[src/rtl/serial_loader_pkg.sv]
// Shared constants for the serial program loader: sync byte, error codes,
// loader FSM encoding and instruction-RAM address width.
// No logic, no latency, no backpressure.
package serial_loader_pkg;

   localparam int ADDR_W = 11;

   localparam logic [7:0] SYNC_BYTE = 8'hA5;

   typedef enum logic [1:0] {
      ERR_NONE    = 2'd0,
      ERR_FRAMING = 2'd1,
      ERR_COUNT   = 2'd2,
      ERR_TIMEOUT = 2'd3    // also reported for a checksum mismatch
   } err_code_e;

   localparam logic [2:0] ST_IDLE   = 3'd0;
   localparam logic [2:0] ST_CNT_LO = 3'd1;
   localparam logic [2:0] ST_CNT_HI = 3'd2;
   localparam logic [2:0] ST_DATA   = 3'd3;
   localparam logic [2:0] ST_CSUM   = 3'd4;
   localparam logic [2:0] ST_FINISH = 3'd5;

endpackage

[src/rtl/serial_rx_byte.sv]
// 8N1 byte receiver: 2-flop synchronizer, mid-bit sampling, glitch-rejecting start detect.
// Latency: byte_valid/byte_err pulse 9.5*DIV+3 clk after the start edge on rx.
// Backpressure: none; every byte is presented for exactly one cycle.
// Ports: clk, rst (async, active-high), rx (idle high, async),
//        byte_valid/byte_data (good byte), byte_err (stop bit sampled low).
module serial_rx_byte #(
   parameter int DIV = 53333
) (
   input  logic       clk,
   input  logic       rst,
   input  logic       rx,
   output logic       byte_valid,
   output logic [7:0] byte_data,
   output logic       byte_err
);

   localparam int CW = $clog2(DIV);
   localparam logic [CW-1:0] HALF_M1 = CW'(DIV / 2 - 1);
   localparam logic [CW-1:0] FULL_M1 = CW'(DIV - 1);

   logic          rx_s1, rx_s2, rx_prev;
   logic          active;
   logic [CW-1:0] cnt;
   logic [3:0]    bitn;     // 0 = start, 1..8 = data, 9 = stop
   logic [7:0]    shreg;

   always_ff @(posedge clk or posedge rst) begin
      if (rst) begin
         rx_s1      <= 1'b1;
         rx_s2      <= 1'b1;
         rx_prev    <= 1'b1;
         active     <= 1'b0;
         cnt        <= '0;
         bitn       <= '0;
         shreg      <= '0;
         byte_valid <= 1'b0;
         byte_data  <= '0;
         byte_err   <= 1'b0;
      end else begin
         rx_s1      <= rx;
         rx_s2      <= rx_s1;
         rx_prev    <= rx_s2;
         byte_valid <= 1'b0;
         byte_err   <= 1'b0;
         if (!active) begin
            // falling edge: first sample lands half a bit later, mid start bit
            if (!rx_s2 && rx_prev) begin
               active <= 1'b1;
               cnt    <= HALF_M1;
               bitn   <= '0;
            end
         end else if (cnt != '0) begin
            cnt <= cnt - 1'b1;
         end else begin
            cnt  <= FULL_M1;
            bitn <= bitn + 4'd1;
            if (bitn == 4'd0) begin
               if (rx_s2)
                  active <= 1'b0;   // start bit gone high again: glitch
            end else if (bitn <= 4'd8) begin
               shreg <= {rx_s2, shreg[7:1]};
            end else begin
               // released mid stop bit; the line is high so no false edge follows
               active <= 1'b0;
               if (rx_s2) begin
                  byte_valid <= 1'b1;
                  byte_data  <= shreg;
               end else begin
                  byte_err <= 1'b1;
               end
            end
         end
      end
   end

endmodule

[src/rtl/serial_loader.sv]
// Serial program loader: 0xA5, 16-bit LE word count, LE data words -> instruction RAM from 0.
// Latency: RAM_WEN 1 clk after the lane-3 byte; DONE 1 clk after last write / checksum byte.
// Backpressure: none; the RAM accepts one write per cycle.
// Ports: CLK, RST (async, active-high), RX; RAM_WADDR/RAM_WDATA/RAM_WEN write port;
//        BUSY (frame in progress), DONE (pulse), ERR (sticky), ERR_CODE.
// Option: define SERIAL_LOADER_CHECKSUM_EN to require a trailing mod-256 sum byte.
module serial_loader
   import serial_loader_pkg::*;
#(
   parameter int          DIV     = 53333,
   parameter logic [31:0] TIMEOUT = 32'd16000000,
   parameter int          DEPTH   = 2048
) (
   input  logic              CLK,
   input  logic              RST,
   input  logic              RX,
   output logic [ADDR_W-1:0] RAM_WADDR,
   output logic [31:0]       RAM_WDATA,
   output logic              RAM_WEN,
   output logic              BUSY,
   output logic              DONE,
   output logic              ERR,
   output logic [1:0]        ERR_CODE
);

   localparam logic [16:0] DEPTH_L = 17'(DEPTH);
   localparam logic [31:0] TO_M1   = TIMEOUT - 32'd1;
`ifdef SERIAL_LOADER_CHECKSUM_EN
   localparam logic [2:0]  ST_AFTER_DATA = ST_CSUM;
`else
   localparam logic [2:0]  ST_AFTER_DATA = ST_FINISH;
`endif

   logic       byte_valid, byte_err;
   logic [7:0] byte_data;

   serial_rx_byte #(.DIV(DIV)) u_rx (
      .clk        (CLK),
      .rst        (RST),
      .rx         (RX),
      .byte_valid (byte_valid),
      .byte_data  (byte_data),
      .byte_err   (byte_err)
   );

   logic [2:0]        state;
   logic [7:0]        cnt_lo;
   logic [ADDR_W:0]   last_idx;   // N-1, one bit wider so N = DEPTH fits
   logic [ADDR_W-1:0] widx;
   logic [1:0]        lane;
   logic [23:0]       word_sh;    // lanes 0..2 of the word being assembled
   logic [31:0]       timer;
`ifdef SERIAL_LOADER_CHECKSUM_EN
   logic [7:0]        csum;
`endif

   logic [15:0] n_words;
   logic        in_frame, timeout;

   assign n_words  = {byte_data, cnt_lo};
   assign in_frame = (state != ST_IDLE) && (state != ST_FINISH);
   assign timeout  = in_frame && !byte_valid && (timer == TO_M1);

   always_ff @(posedge CLK or posedge RST) begin
      if (RST) begin
         state     <= ST_IDLE;
         cnt_lo    <= '0;
         last_idx  <= '0;
         widx      <= '0;
         lane      <= '0;
         word_sh   <= '0;
         timer     <= '0;
`ifdef SERIAL_LOADER_CHECKSUM_EN
         csum      <= '0;
`endif
         RAM_WADDR <= '0;
         RAM_WDATA <= '0;
         RAM_WEN   <= 1'b0;
         BUSY      <= 1'b0;
         DONE      <= 1'b0;
         ERR       <= 1'b0;
         ERR_CODE  <= ERR_NONE;
      end else begin
         RAM_WEN <= 1'b0;
         DONE    <= 1'b0;

         if (in_frame && !byte_valid)
            timer <= timer + 32'd1;
         else
            timer <= '0;

         if (in_frame && byte_err) begin
            state    <= ST_IDLE;
            BUSY     <= 1'b0;
            ERR      <= 1'b1;
            ERR_CODE <= ERR_FRAMING;
         end else if (timeout) begin
            state    <= ST_IDLE;
            BUSY     <= 1'b0;
            ERR      <= 1'b1;
            ERR_CODE <= ERR_TIMEOUT;
         end else begin
            case (state)
               ST_IDLE: begin
                  if (byte_valid && byte_data == SYNC_BYTE) begin
                     state    <= ST_CNT_LO;
                     BUSY     <= 1'b1;
                     ERR      <= 1'b0;
                     ERR_CODE <= ERR_NONE;
                     widx     <= '0;
                     lane     <= '0;
`ifdef SERIAL_LOADER_CHECKSUM_EN
                     csum     <= '0;
`endif
                  end
               end
               ST_CNT_LO: begin
                  if (byte_valid) begin
                     cnt_lo <= byte_data;
                     state  <= ST_CNT_HI;
                  end
               end
               ST_CNT_HI: begin
                  if (byte_valid) begin
                     if ({1'b0, n_words} > DEPTH_L) begin
                        state    <= ST_IDLE;
                        BUSY     <= 1'b0;
                        ERR      <= 1'b1;
                        ERR_CODE <= ERR_COUNT;
                     end else if (n_words == 16'd0) begin
                        state <= ST_AFTER_DATA;
                     end else begin
                        last_idx <= 12'(n_words - 16'd1);
                        state    <= ST_DATA;
                     end
                  end
               end
               ST_DATA: begin
                  if (byte_valid) begin
`ifdef SERIAL_LOADER_CHECKSUM_EN
                     csum <= csum + byte_data;
`endif
                     lane <= lane + 2'd1;
                     if (lane == 2'd3) begin
                        RAM_WEN   <= 1'b1;
                        RAM_WADDR <= widx;
                        RAM_WDATA <= {byte_data, word_sh};
                        // wraps to 0 after a full-depth load, but is never used again
                        widx      <= widx + 1'b1;
                        if ({1'b0, widx} == last_idx)
                           state <= ST_AFTER_DATA;
                     end else begin
                        word_sh <= {byte_data, word_sh[23:8]};
                     end
                  end
               end
`ifdef SERIAL_LOADER_CHECKSUM_EN
               ST_CSUM: begin
                  if (byte_valid) begin
                     state <= ST_IDLE;
                     BUSY  <= 1'b0;
                     if (byte_data == csum) begin
                        DONE <= 1'b1;
                     end else begin
                        ERR      <= 1'b1;
                        ERR_CODE <= ERR_TIMEOUT;
                     end
                  end
               end
`endif
               ST_FINISH: begin
                  DONE  <= 1'b1;
                  BUSY  <= 1'b0;
                  state <= ST_IDLE;
               end
               default: state <= ST_IDLE;
            endcase
         end
      end
   end

endmodule
[config.mk]
export PLATFORM = sky130hd
export DESIGN_NAME = serial_loader
export DESIGN_NICKNAME = d
export VERILOG_FILES = /design/src/rtl/serial_loader_pkg.sv /design/src/rtl/serial_rx_byte.sv /design/src/rtl/serial_loader.sv
export SDC_FILE = /design/constraint.sdc
export NUM_CORES = 1
export LEC_CHECK = 0
export CORE_MARGIN = 10
export CORE_UTILIZATION = 55
export CTS_CLUSTER_SIZE = 24
export DETAILED_ROUTE_END_ITERATION = 6
export MAX_ROUTING_LAYER = met4
export PLACE_DENSITY = 0.75
export SKIP_CTS_REPAIR_TIMING = 1
export SKIP_LAST_GASP = 1
export SYNTH_ARGS = -nofsm -noshare
export SYNTH_HDL_FRONTEND = slang
export SYNTH_HIERARCHICAL = 1
export SYNTH_SLANG_ARGS = --single-unit
[constraint.sdc]
create_clock -name CLK -period 7.6 [get_ports CLK]
set_input_delay 1.14 -clock CLK [delete_from_list [all_inputs] [get_ports CLK]]
set_output_delay 1.14 -clock CLK [all_outputs]
set_load 0.1 [all_outputs]
==> results.toml <==
[synthesis]
synth_top_cell_area_share_pct = 54.1
synth-compound-area-share_pct = 7.17
ys_seq_area_share_pct = 55.1
synth_top_family_by_area = "simple AND/OR/NAND/NOR gates"
syn_avg_cell_area_um2 = 11.3
yosys_warnings = 6
synth_edf_count = 0
yosys.cell_types.count = 55
synthMuxAreaShare_pct = 12.2
yosys.area_share.simple_pct = 16.4
synth-seq-cells = 183
synth_adder_area_share_pct = 1.20
synth_xor_area_share_pct = 5.58
synth.most_common_cell = "dfrtp_1"
ys_async_sr_fraction_pct = 100
synth_area_leaders = "dfrtp_1, mux2_2, xor2_1, nor2_1, o21ai_0"
synth_ff_type = "dfrtp_1"
syn_inst = 737
syn-cell-area_mm2 = 0.00832
synth_nets = 748
synth_common_cells = "dfrtp_1, mux2_2, nor2_1"
synth.largest_area_cell = "dfrtp_1"

[final_layout]
diodes = 0
drive_above_1_share_pct = 18.7
area_growth_pct = 15.1
instances_no_fill = 979
fin_nets = 793
nFillCells = 1080
fin_area_mm2 = 0.00958
seqCellArea_mm2 = 0.00458
multi_input_area_mm2 = 0.00355

[worst_setup_path]
r2r_end = "widx[9]$_DFFE_PP0P_"
endpoint_kind = "primary output"
crit_family = "buffers and inverters"
crit_arrival_ns = 2.00
worst_setup_path_start_kind = "flip-flop"
r2r-start = "state[1]$_DFFE_PP0P_"
path_class = "reg -> out"
rrSetupSlack_ns = 4.87
path_cells = "clkdlybuf4s50_1"
critPathMaxFanout = 2
cp_num_buf_inv = 1
cp_slowest_cell = "clkdlybuf4s50_1"
worst_r2r_path_depth = 6
cp.required_ns = 6.46
cpPeakStageDelay_ns = 1.16

[global_routing]
grt_usage_pct = 17.8
grt_max_degree = 79
grt_pass1_vias = 5855
grt_overflow = 0
grt_pass1_wl_mm = 28.8
antenna_found_initial = 0

[min_path]
min_from = "u_rx/rx_s1$_DFF_PP1_"
worstHoldEndpoint = "u_rx/rx_s2$_DFF_PP1_"
whs_path_depth = 0
hold_class = "reg -> reg"

[routing]
detail_route.vias_per_cell = 5.88
wl_met3_um = 602
first_iter_violations = 451
wire_per_inst_um = 17.4
routed_wl_mm = 17.0
dr.max_layer_used = "met4"
dr.pass1.iters = 4
drc = 0
m1WireLength_mm = 7.78
drtAntennaViolNets = 0
dr_wl_met2_mm = 8.39
num_vias = 5760

[timing]
finalSetupTns_ns = 0
clock.fmax_mhz = 318
skew_ns = 0.0104
worst_pin_slew_ns = 1.09
finalSetupViolations = 0
slew_viol_final = 0
finalCriticalPeriod_ns = 3.14
rsz0062_at_grt = "false"
post-route-period-util_pct = 41.3
slew_headroom_pct = 27.0
hold_viol_final = 0

[clock_tree]
clk_path_buf_depth = 2
cts_max_level = 4
cts_root_buffer = "clkbuf_16"
clk_latency_ns = 0.44
cts_tree = "built"
clkTransAtPathRegs_ns = 0.07
numCtsBuffers = 17
clkSinkCount = 183

[place]
dpl.cell_count = 947
dp_hpwl_mm = 11.6
dpl_cell_area_mm2 = 0.00897
gp_congestion = 0.900
portBuffers = 51

[run_status]
status = "complete, no violations"

[floorplan]
chipHeight_um = 143
start_util_pct = 56.6
dieArea_mm2 = 0.0204
fp-row-count = 44
pin_count = 52
coreArea_mm2 = 0.0147
fp.dieW_um = 143

[power_and_ir_drop]
p_per_area_mw_per_mm2 = 216
irDropWorstVdd_v = 0.000152
leakagePower_nw = 4.40

[flow_run]
maxCapViolations = 0
## report_power, final
part | total, W | switching [W] | internal (W)
sequential | 0.00105 | 0.0000412 | 0.00101
clock | 0.000886 | 0.000414 | 0.000473
combinational | 0.000130 | 0.0000853 | 0.0000446
total | 0.00207 | 0.000540 | 0.00153
## kinds of logic (layout without fill, tap and decap cells)
group / count (synthesis) / after routing
and+or+nand+nor: 259 / 259
DFF: 183 / 183
muxes: 90 / 90
buffers and inverters: 46 / 104
adders and majority gates: 8 / 8
AOI/OAI and AO/OA: 98 / 98
xor gates and xnor gates: 53 / 53
## state kept, by name (all words and copies together) (netlist names), 2 cells and up
signal,count
ERR_CODE,2
cnt_lo,8
u_rx/cnt,16
u_rx/byte_data,8
u_rx/bitn,4
widx,11
RAM_WADDR,11
last_idx,12
word_sh,24
state,3
lane,2
RAM_WDATA,32
timer,32
u_rx/shreg,8
## metrics by stage
step	total power (W)	setup WS, ns	hold slack, ns	util (%)
after floorplan	0.00116	2.68	0.345	-
after global placement	0.00118	4.63	0.348	61.0
after detailed placement	0.00120	4.58	0.349	61.0
after CTS	0.00208	4.44	0.360	65.2
after global routing	0.00215	4.41	0.364	65.2
final	0.00207	4.46	0.360	65.2
## metal layers
layer	up-vias	global-route usage, %
li1	2715	-
met1	2925	22.2
met2	103	28.2
met3	17	4.21
met4	0	5.54
met5	-	-
## how the worst max path moves through the flow
stage / startpoint / end / cells past startpoint
6_report: RAM_WDATA[25]$_DFFE_PP0P_ / RAM_WDATA[25] / 1
5_1_grt: RAM_WDATA[25]$_DFFE_PP0P_ / RAM_WDATA[25] / 1
4_1_cts: RAM_WDATA[25]$_DFFE_PP0P_ / RAM_WDATA[25] / 1
3_5_place_dp: RST / RAM_WDATA[21]$_DFFE_PP0P_ / 3
3_3_place_gp: RST / RAM_WDATA[13]$_DFFE_PP0P_ / 3
2_1_floorplan: RST / BUSY$_DFFE_PP0P_ / 1
## cells in the final DEF, fill, tap and decap left out, types with 5 or more instances in the layout
master	Yosys	layout
ha_1	8	8
or3_1	15	15
xnor2_1	21	21
nand3b_1	6	6
nor4_1	14	14
and3_1	12	12
a31oi_1	5	5
a21oi_1	21	21
clkdlybuf4s50_1	0	51
nand2b_1	5	5
nor3_1	18	18
nor2_1	61	60
o21ai_0	44	44
mux2_2	90	90
xor2_1	32	32
inv_8	0	5
dfrtp_1	180	180
nand3_1	26	26
or2_2	6	6
nand4_1	15	15
nand2_1	58	57
inv_1	17	16
clkbuf_16	0	17
## final cells by class
class	count	share of cell area (%)
clock buffer	17	4.44
clock inverter	15	1.92
inverter	17	0.718
multi-input combinational	508	37.0
sequential	183	47.8
tap	184	2.40
timing repair buffer	55	5.64
(Power assumes the default switching activity.)
